==> config.mk <==
export PLATFORM = sky130hd
export DESIGN_NAME = mem_arbiter
export DESIGN_NICKNAME = d
export VERILOG_FILES = /design/src/rtl/mem_arbiter.sv
export SDC_FILE = /design/constraint.sdc
export NUM_CORES = 1
export LEC_CHECK = 0
export CORE_AREA = 2 2 273 275
export CTS_BUF_LIST = sky130_fd_sc_hd__clkbuf_16
export CTS_CLUSTER_DIAMETER = 60
export CTS_CLUSTER_SIZE = 28
export DETAILED_ROUTE_END_ITERATION = 10
export DIE_AREA = 0 0 275 277
export PLACE_DENSITY_LB_ADDON = 0.25
export SYNTH_ARGS = -nofsm -noshare
export SYNTH_HDL_FRONTEND = slang
export SYNTH_SLANG_ARGS = --single-unit
==> constraint.sdc <==
create_clock -name clk -period 2.82 [get_ports clk]
set_clock_uncertainty 0.1 [all_clocks]
set_input_delay 0.564 -clock clk [delete_from_list [all_inputs] [get_ports clk]]
set_output_delay 0.564 -clock clk [all_outputs]
set_load 0.005 [all_outputs]
==> src/rtl/mem_arbiter.sv <==
// rtl/mem_arbiter.sv - two-requester round-robin block arbiter in front of main memory
//
// Purpose:
//   Arbitrates block refill reads and write-backs from the instruction cache
//   (requester 0) and the data cache (requester 1) onto a single main-memory
//   port. One access is in flight at a time. Each access passes through
//   IDLE -> BUSY (MEM_LATENCY cycles) -> RESP (one cycle) -> IDLE.
//
// Parameters:
//   MEM_LATENCY     main-memory cycles per access, 1..15
//
// Ports:
//   clk             single clock, rising edge
//   reset_n         asynchronous active-low reset
//   reqN_valid      requester N access request (N = 0, 1)
//   reqN_write      1 = block write-back, 0 = block refill read
//   reqN_addr       requester N byte address (10 bits)
//   reqN_wdata      requester N write-back block (128 bits)
//   reqN_ready      request accepted this cycle
//   respN_valid     one-cycle completion pulse to requester N
//   resp_rdata      last block read from memory, shared by both requesters
//   mem_en          memory access active
//   mem_isRead      1 = read, 0 = write
//   mem_address     32-bit block-aligned memory address
//   mem_write_data  block written to memory
//   mem_read_data   memory read block, valid in the last BUSY cycle

module mem_arbiter #(
  parameter int MEM_LATENCY = 4
) (
  input  logic         clk,
  input  logic         reset_n,

  input  logic         req0_valid,
  input  logic         req0_write,
  input  logic [9:0]   req0_addr,
  input  logic [127:0] req0_wdata,
  output logic         req0_ready,
  output logic         resp0_valid,

  input  logic         req1_valid,
  input  logic         req1_write,
  input  logic [9:0]   req1_addr,
  input  logic [127:0] req1_wdata,
  output logic         req1_ready,
  output logic         resp1_valid,

  output logic [127:0] resp_rdata,

  output logic         mem_en,
  output logic         mem_isRead,
  output logic [31:0]  mem_address,
  output logic [127:0] mem_write_data,
  input  logic [127:0] mem_read_data
);

  localparam logic [1:0] IDLE = 2'd0;
  localparam logic [1:0] BUSY = 2'd1;
  localparam logic [1:0] RESP = 2'd2;

  localparam logic [3:0] COUNT_LOAD = 4'(MEM_LATENCY - 1);

  logic [1:0]   state;
  logic [3:0]   count;
  // 1 means requester 1 was granted most recently, so requester 0 wins a tie.
  logic         lastGrant;
  logic         curId;
  logic         curWrite;
  // Only the block index is kept; the byte offset never reaches memory.
  logic [5:0]   curBlock;
  logic [127:0] curWdata;
  logic [127:0] rdataQ;

  logic         grant0;
  logic         grant1;
  logic         handshake;
  logic         busy;

  // Grant is purely combinational and only exists in IDLE.
  always_comb begin
    grant0 = 1'b0;
    grant1 = 1'b0;
    if (state == IDLE) begin
      if (req0_valid && req1_valid) begin
        grant0 = lastGrant;
        grant1 = !lastGrant;
      end else begin
        grant0 = req0_valid;
        grant1 = req1_valid;
      end
    end
  end

  // Gating with reset_n keeps ready low while reset is held, even though the
  // forced IDLE state would otherwise let a valid request see a grant.
  assign req0_ready = grant0 && reset_n;
  assign req1_ready = grant1 && reset_n;
  assign handshake  = (grant0 && req0_valid) || (grant1 && req1_valid);

  always_ff @(posedge clk or negedge reset_n) begin
    if (!reset_n) begin
      state     <= IDLE;
      count     <= 4'd0;
      lastGrant <= 1'b1;
      curId     <= 1'b0;
      curWrite  <= 1'b0;
      curBlock  <= 6'd0;
      curWdata  <= 128'd0;
      rdataQ    <= 128'd0;
    end else begin
      case (state)
        IDLE: begin
          if (handshake) begin
            curId     <= grant1;
            curWrite  <= grant1 ? req1_write      : req0_write;
            curBlock  <= grant1 ? req1_addr[9:4]  : req0_addr[9:4];
            curWdata  <= grant1 ? req1_wdata      : req0_wdata;
            lastGrant <= grant1;
            count     <= COUNT_LOAD;
            state     <= BUSY;
          end
        end
        BUSY: begin
          if (count == 4'd0) begin
            // Memory presents read data in the final BUSY cycle only.
            if (!curWrite) begin
              rdataQ <= mem_read_data;
            end
            state <= RESP;
          end else begin
            count <= count - 4'd1;
          end
        end
        RESP: begin
          state <= IDLE;
        end
        default: begin
          state <= IDLE;
        end
      endcase
    end
  end

  // Memory-side outputs depend only on latched state, so a non-granted
  // requester can never disturb an access in flight.
  assign busy           = (state == BUSY);
  assign mem_en         = busy;
  assign mem_isRead     = busy ? !curWrite : 1'b1;
  assign mem_address    = busy ? {22'd0, curBlock, 4'b0000} : 32'd0;
  assign mem_write_data = busy ? curWdata : 128'd0;

  assign resp0_valid = (state == RESP) && !curId;
  assign resp1_valid = (state == RESP) && curId;
  assign resp_rdata  = rdataQ;

endmodule

### Word level (Yosys, flattened, before mapping)

Index checks and enable logic that the tools add are counted.

* add/subtract/negate cells: 1
* eq/ne operators: 5
* mux-type cells: 16
* bitwise logic cells: 1
* reduce and logical (&&, ||, !) cells: 18

Operators with widths (count)
* 128-bit two-way mux: 2
* 10-bit two-way mux: 1
* 4-bit two-way mux: 2
* 4-bit one-hot mux with 2 select lines: 1
* 1-bit logical AND: 7
* 1-bit two-way mux: 6
* 6-bit two-way mux: 1
* 3-bit AND reduction: 2
* 4-bit logical NOT: 1
* 2-bit two-way mux: 2
* 2-bit != test, second input constant: 2
* 2-bit one-hot mux with 2 select lines: 1
* 2-bit AND reduction: 2
* 4-bit by 1-bit subtractor with 4-bit output, second input constant: 1
* 1-bit logical NOT: 3
* 2-bit by 1-bit equality test with 1-bit output, second input constant: 1
* 2-bit equality test, second input constant: 1
* 2-bit logical NOT: 1
* 2-bit by 1-bit != test with 1-bit output, second input constant: 1
* 2-bit nonzero test: 1
* 1-bit logical OR: 1
* 1-bit inverter: 1

* register bits after elaboration: 271
* input port bits: 410
* output and inout port bits: 294
* word-level logic and storage cells: 49

### Longest topological paths before layout

Gate-level depths: netlist of the first run.

* depth after elaboration: 7
* depth in mapped cells: 8

### Worst setup path after synthesis of the first run

Ideal clock, no wire load.

* kind: register -> register
* start: reg count[0]
* end: reg rdataQ[107] (netlist: resp_rdata[107])
* arrival: 1.847 ns
* required time: 2.595 ns
* setup slack: 0.748 ns
* stages on the path, launching flop included: 9
* path buffers: 3
* path through: dfrtp_1 inv_1 ha_1 or3b_1 buf_2 nor3_4 buf_4 buf_8 mux2_2

* word-level cells in the longest chain between the ends: 2

RTL lines
* start, declared: RTL line 64 `logic [3:0] count;`
* start signal, assigned: RTL line 131 `count <= count - 4'd1;`
* 4-bit logical NOT: RTL line 124 `if (count == 4'd0) begin`
* 3-bit AND reduction (no line)
* end signal, assigned: RTL line 127 `rdataQ <= mem_read_data;`
* end, declared: RTL line 72 `logic [127:0] rdataQ;`

Every way passes these cells.
A chain may end at the register's enable or synchronous reset.

### Worst setup path after layout of the first run

* start: reg state[1]
* end: out mem_write_data[19]

* word-level cells in the longest chain between the ends: 2

RTL lines
* start, declared: RTL line 63 `logic [1:0] state;`
* start signal, assigned: RTL line 102 `state <= IDLE;`
* start signal, assigned: RTL line 120 `state <= BUSY;`
* start signal, assigned: RTL line 129 `state <= RESP;`
* 2-bit by 1-bit equality test with 1-bit output: RTL line 146 `assign busy = (state == BUSY);`
* 128-bit two-way mux: RTL line 150 `assign mem_write_data = busy ? curWdata : 128'd0;`
* end, declared: RTL line 53 `output logic [127:0] mem_write_data,`

Every way passes these cells.

==> results.md, run 1 <==
- DRT iter0 DRCs: 612
- Final period util: 0.9741
- Synth Register Bits: 271
- Gp weighted congestion: 0.8326
- Clock Pin Slew Worst Setup and Hold Paths: 70 ps
- Post-synthesis cell area: 0.01349 mm^2
- Post-synthesis cell count: 1269
- Reg-to-Reg Start: count[0]
- Core Box Area: 0.07357 mm^2
- Clk Tree Root Cell: clkbuf_16
- Cells along the critical path: nand2b_4 > inv_16 > buf_8 > buf_12 > and2_4 > clkdlybuf4s50_1
- Nets: 2319
- Crit path depth: 6
- Final setup violation count: 0
- Die area: 0.07618 mm^2
- Non-Filler Instances: 2905
- Worst setup startpoint: state[1]
- Via count: 12910
- Worst vdd ir: 0.4851 mV
- Worst setup EP type: output port
- Largest net degree at the start of global routing: 136
- P&R area growth vs syn: 68.61%
- Final Hold Fails: 0
- Drt wl/cell: 21.08 um
- CTS tree: done
- CTS buffer count: 35
- Num rows: 100
- Worst Reg-to-Reg Cells: 7
- Outcome: finished clean
- Min Hold Slack: 44.08 ps
- Fill count: 7586
- Largest fanout on the critical path: 8
- Initial DRT Pass Iterations: 4
- Synth top area share: 0.5008
- Worst path required time: 2160 ps
- First-pass GRT wire length: 88890 um
- Reg2reg setup slack: 390 ps
- Antenna-violating nets left: 0
- Placed cells: 2809
- Max incr delay on CP: 490 ps
- Total gr overflow: 0
- FF-to-FF End: resp_rdata[37]
- IO Port Bufs: 669
- Largest cells by area after synthesis: dfrtp_1, mux2_2, o2111ai_1
- P_leak: 9.846 nW
- Worst-Skew Late Latency: 530 ps
- Max cap viols: 0
- Tmin final: 2747 ps
- IO Count: 704
- Initial Util: 0.1834
- Avg Inst Size Synth: 10.63 um^2
- Min-Delay Path Class: in -> async
- Antenna violations before repair: 11
- Max frequency: 0.3640 GHz
- GRT Util Overall: 0.1532
- CP max-delay cell: clkdlybuf4s50_1
- Vias per inst: 4.445
- Bufs on Longest Clock Path: 3
- Overall Power: 22.63 mW
- DRC viols: 0
- DP Wirelength: 41870 um
- Worst slew margin: 0.4329
- Crit path buf inv count: 4
- Max Slew Vio Count: 0
- Crit path DAT: 2080 ps
- Clock tree sinks: 271
- CTS H-Tree Depth: 2
- Horiz. Die Dim: 275 um
- Largest delay share family, worst path: buffers and inverters
- Hold buffers post-CTS: 0
- Pwr dens: 995.0 mW/mm^2
- Crit Path Class: reg -> out
- Number of distinct library cells after synthesis: 33
- Vias in the first global route: 13430
- Synth Warn #: 0
- Overall routed net length: 61250 um
- Post-synth top area cell: dfrtp_1
- Register area share after synthesis: 0.5027
- Layout cells sized above 1: 0.1403
- Slew of the pin with the lowest slew margin: 850.6 ps
- Die Span Y: 277 um
- Setup crit start kind: register
## how the worst max path moves through the flow
stage / end
after detailed placement: mem_write_data[7]
after CTS: mem_write_data[90]
final: mem_write_data[19]
after global placement: mem_write_data[123]
after global routing: mem_write_data[19]
after floorplan: resp_rdata[107]
## cell usage after synthesis
master / n
a21o_1: 2
a31oi_1: 1
and2_1: 135
and3_1: 2
and3b_1: 1
buf_1: 2
buf_2: 1
buf_4: 27
buf_6: 11
buf_8: 2
clkbuf_1: 116
conb_1: 1
dfrtp_1: 270
dfstp_2: 1
ha_1: 2
inv_1: 138
inv_2: 1
mux2_2: 129
mux2i_1: 2
nand2_1: 3
nand2b_1: 1
nand3_1: 3
nor2_1: 3
nor3_1: 1
nor3_4: 1
nor3b_1: 1
o2111a_1: 1
o2111ai_1: 135
o211ai_1: 135
o21ai_0: 138
o2bb2ai_1: 1
or2_1: 1
or3b_1: 1
## cell usage in the layout (no fill, tap or decap), types with 5 or more instances in the layout
master           netlist  routed
o2111ai_1            135     135
inv_6                  0       6
dlymetal6s2s_1         0      24
and2_1               135     131
buf_16                 0       6
buf_12                 0      17
clkbuf_16              0      37
inv_1                138     140
clkdlybuf4s50_1        0     538
buf_4                 27      36
o211ai_1             135     135
conb_1                 1      26
o21ai_0              138     138
clkinvlp_4             0       5
dlygate4sd2_1          0     105
mux2_2               129     129
dfrtp_1              270     268
## flip-flops by register name, indices dropped and copies added (netlist names)
name / flops
lastGrant: 1
state: 2
curId: 1
curWdata: 128
curBlock: 6
resp_rdata: 128
count: 4
curWrite: 1
## power by group
part	switching, mW	leakage, nW	internal, mW	total [mW]
combinational	5.16	5.96	6.28	11.4
clock	1.98	0.558	2.53	4.51
sequential	0.874	3.33	5.80	6.67
## worst register-to-register path: cells and delay by family, from the launching register on
family        cells  cell delay [ps]
fa+ha+maj         1              150
buf+inv           3              550
flops             1              380
mux               1              430
simple gates      2              710
## kinds of logic after synthesis
group	synth area share
compound gates	0.2170
buf+inv	0.09830
flops	0.5027
simple gates	0.07067
mux	0.1092
fa+ha+maj	0.001854
other cells	0.0002779
## timing repair
| action | in CTS | in global routing |
|---|---|---|
| endpoints found under the setup margin | 138 | 44 |
| buffers inserted | 14 | 8 |
| resized for setup | 128 | 29 |
| cloned | 6 | 2 |
| pin swaps | 0 | 0 |
## layout make-up
type,count,area [um^2],area share
clock buffers,35,875.8,0.03850
repair inverters,1,8.758,0.0003850
multi-input cells,725,5524,0.2428
flip-flops and latches,271,6789,0.2984
well taps,969,1212,0.05330
diodes,4,10.01,0.0004400
repair buffers,734,7527,0.3309
inverters,139,540.5,0.02376
clock inverters,27,260.3,0.01144
## stage by stage
step	area (um^2)	setup TNS [ps]	utilization	setup WS, ps
2_1_floorplan	13590	0	-	747.8
3_3_place_gp	21180	0	0.2878	85.68
3_5_place_dp	21180	0	0.2878	53.48
4_1_cts	22550	-1329	0.3064	-68.77
5_1_grt	22740	-3.579	0.3091	-3.579
6_report	22750	0	0.3092	72.93
## routing by layer
| metal | wire (um) | up-vias | share of wire | GRT usage |
|---|---|---|---|---|
| li1 | - | 5837 | - | - |
| met1 | 24550 | 6429 | 0.40 | 0.1840 |
| met2 | 30120 | 539 | 0.49 | 0.2652 |
| met3 | 4712 | 99 | 0.077 | 0.04023 |
| met4 | 1822 | 8 | 0.030 | 0.04699 |
| met5 | 50 | - | 0.00082 | 0 |
(Power assumes the default switching activity.)
==> run 2: changes to the inputs <==
- RECOVER_POWER: unset -> 50
- TNS_END_PERCENT: unset -> 1
==> results.md, run 2 (synthesis results as in run 1) <==
- Outcome: finished, violations left
- Failing checks: capacitance limit, slew limit
- Sequential power share: 0.304 (+0.009)
- Final Instance Area: 0.02246 mm^2 (-1.3%)
- Pwr dens: 973.7 mW/mm^2 (-2.1%)
- Die Span Y: 277 um (unchanged)
- Max incr delay on CP: 490 ps (about the same)
- Slew of the pin with the lowest slew margin: 2103 ps (+1253 ps)
- Num rows: 100 (unchanged)
- Fin worst setup slack: 0.1221 ps (-72.81 ps)
- Most frequent cells in the layout: clkdlybuf4s50_1, dfrtp_1, inv_1
- Max frequency: 0.3546 GHz (-2.6%)
- Total gr overflow: 0 (unchanged)
- Largest net degree at the start of global routing: 136 (unchanged)
- IO Count: 704 (unchanged)
- Layout cells sized above 1: 0.1321 (-0.008154)
- Crit path DAT: 2160 ps (+80 ps)
- Vias per inst: 4.422 (-0.52%)
- Psw: 7.825 mW (-2.4%)
- Initial DRT Pass Iterations: 5 (+1)
- Bufs on Longest Clock Path: 3 (unchanged)
- Hold buffers post-CTS: 0 (unchanged)
- P_leak: 9.537 nW (-3.1%)
- CTS buffer count: 35 (unchanged)
- Vias in the first global route: 13430 (-0.015%)
- DP Wirelength: 41870 um (unchanged)
- Clock tree sinks: 271 (unchanged)
- RSZ-0062 raised after global routing: true
- Core Box Area: 0.07357 mm^2 (unchanged)
- Worst setup EP type: output port
- Initial Util: 0.1834 (unchanged)
- Clock Pin Slew Worst Setup and Hold Paths: 70 ps (about the same)
- Final period util: 1.000 (+0.02582)
- Antenna violations before repair: 10 (-1)
- CTS H-Tree Depth: 2 (unchanged)
- Final Hold Fails: 0 (unchanged)
- Cells along the critical path: nand2b_4 > inv_16 > buf_12 > buf_16 > and2_4 > clkdlybuf4s50_1
- Setup crit start kind: register
- Largest fanout on the critical path: 24 (+16)
- Pint: 14.05 mW (-3.9%)
- Area after DPL: 0.02118 mm^2 (unchanged)
- Most common cell after layout, fill and taps aside: clkdlybuf4s50_1
- CTS tree: done
- Placed cells: 2809 (unchanged)
- Max cap viols: 2 (+2)
- DRC viols: 0 (unchanged)
- Worst-Skew Late Latency: 530 ps (about the same)
- Overall routed net length: 60250 um (-1.6%)
- Final setup violation count: 0 (unchanged)
- Horiz. Die Dim: 275 um (unchanged)
- Switch share: 0.3578 (+0.003398)
- Clk Tree Root Cell: clkbuf_16
- CP max-delay cell: clkdlybuf4s50_1
- Place WS: 53.48 ps (unchanged)
- Min-Delay Path Class: in -> async
- Worst path required time: 2160 ps (about the same)
- P&R area growth vs syn: 66.48%
- Crit Path Class: reg -> out
- Nets: 2302 (-0.73%)
- Max Slew Vio Count: 101 (+101)
- Tmin final: 2820 ps (+72.81 ps)
- DRT iter0 DRCs: 532 (-13%)
- Clock power share: 0.206 (+0.007)
- Die area: 0.07618 mm^2 (unchanged)
- Min Hold Slack: 46.81 ps (+2.732 ps)
- Drt wl/cell: 20.85 um (-1.1%)
- Combinational share of power: 0.490 (-0.016)
- GRT Util Overall: 0.1519 (-0.001361)
- Worst vdd ir: 0.4735 mV (-2.4%)
- Non-Filler Instances: 2889 (-0.55%)
- Antenna-violating nets left: 0 (unchanged)
- IO Port Bufs: 669 (unchanged)
- First-pass GRT wire length: 88250 um (-0.71%)
- Setup TNS: 0 ps (unchanged)
- Worst slew margin: -0.4022 (-0.8351)
- Via count: 12770 (-1.1%)
- Gp weighted congestion: 0.8326 (unchanged)
==> run 2: cell count changes in the layout (fill, tap and decap cells not counted), sizes merged <==
cell           previous run  this run
dlymetal6s2s             24         7
diode                     4         5
clkbuf                   37        42
buf                      64        43
dlygate4sd2             105       103
clkdlybuf4s50           538       462
dlygate4sd3               0        95
bufbuf                    1         0
==> run 2: path summary, 6_finish.rpt <==
path	from	end	slack (ps)	cells after the start
setup / recovery	state[1]	mem_write_data[7]	0.1	6
hold reg to reg	count[3]	count[3]	370	1
hold / removal	reset_n	resp_rdata[62]	50	2
min in group clk	count[3]	count[3]	370	1
setup reg to reg	count[0]	resp_rdata[37]	400	7
max in group asynchronous	reset_n	state[1]	570	2
==> run 2: layout make-up <==
cell class              instances  area [um^2]
well taps                     969         1212
inverters                     139        540.5
repair buffers                717         7233
clock buffers                  35        875.8
multi-input cells             725         5529
diodes                          5        12.51
clock inverters                27        260.3
fillers                      7609        51110
repair inverters                1        8.758
flip-flops and latches        271         6789
==> run 2: metal layers <==
layer  track usage  part of all wire  vias to the layer above
li1              -                 -                     5808
met1        0.1802              0.40                     6322
met2        0.2638              0.50                      539
met3       0.04110             0.079                       97
met4       0.04823             0.029                        8
met5             0           0.00088                        -
==> run 2: worst max-delay path: cells and delay by family (launching register included) <==
family | cells | cell delay [ps]
buf+inv | 4 | 850
flops | 1 | 400
simple gates | 2 | 360
==> run 2: stage by stage <==
stage / utilization / total power, mW
after floorplan: - / 11.24
after global placement: 0.2878 / 17.75
after detailed placement: 0.2878 / 17.90
after CTS: 0.3051 / 22.64
after global routing: 0.3052 / 23.42
final: 0.3053 / 21.87
==> run 2: repair_timing <==
action / 4_1_cts / 5_1_grt
setup buffers: 9 / 0
cloned: 4 / 0
endpoints found under the setup margin: 138 / 30
resized for setup: 123 / 12
==> run 2: power groups by stage <==
| stage | clock network, mW | logic [mW] | registers [mW] |
|---|---|---|---|
| after floorplan | 0 | 4.63 | 6.62 |
| after global placement | 0 | 11.0 | 6.71 |
| after detailed placement | 0 | 11.1 | 6.77 |
| after CTS | 4.70 | 11.2 | 6.72 |
| after global routing | 4.87 | 11.6 | 6.92 |
| final | 4.51 | 10.7 | 6.65 |
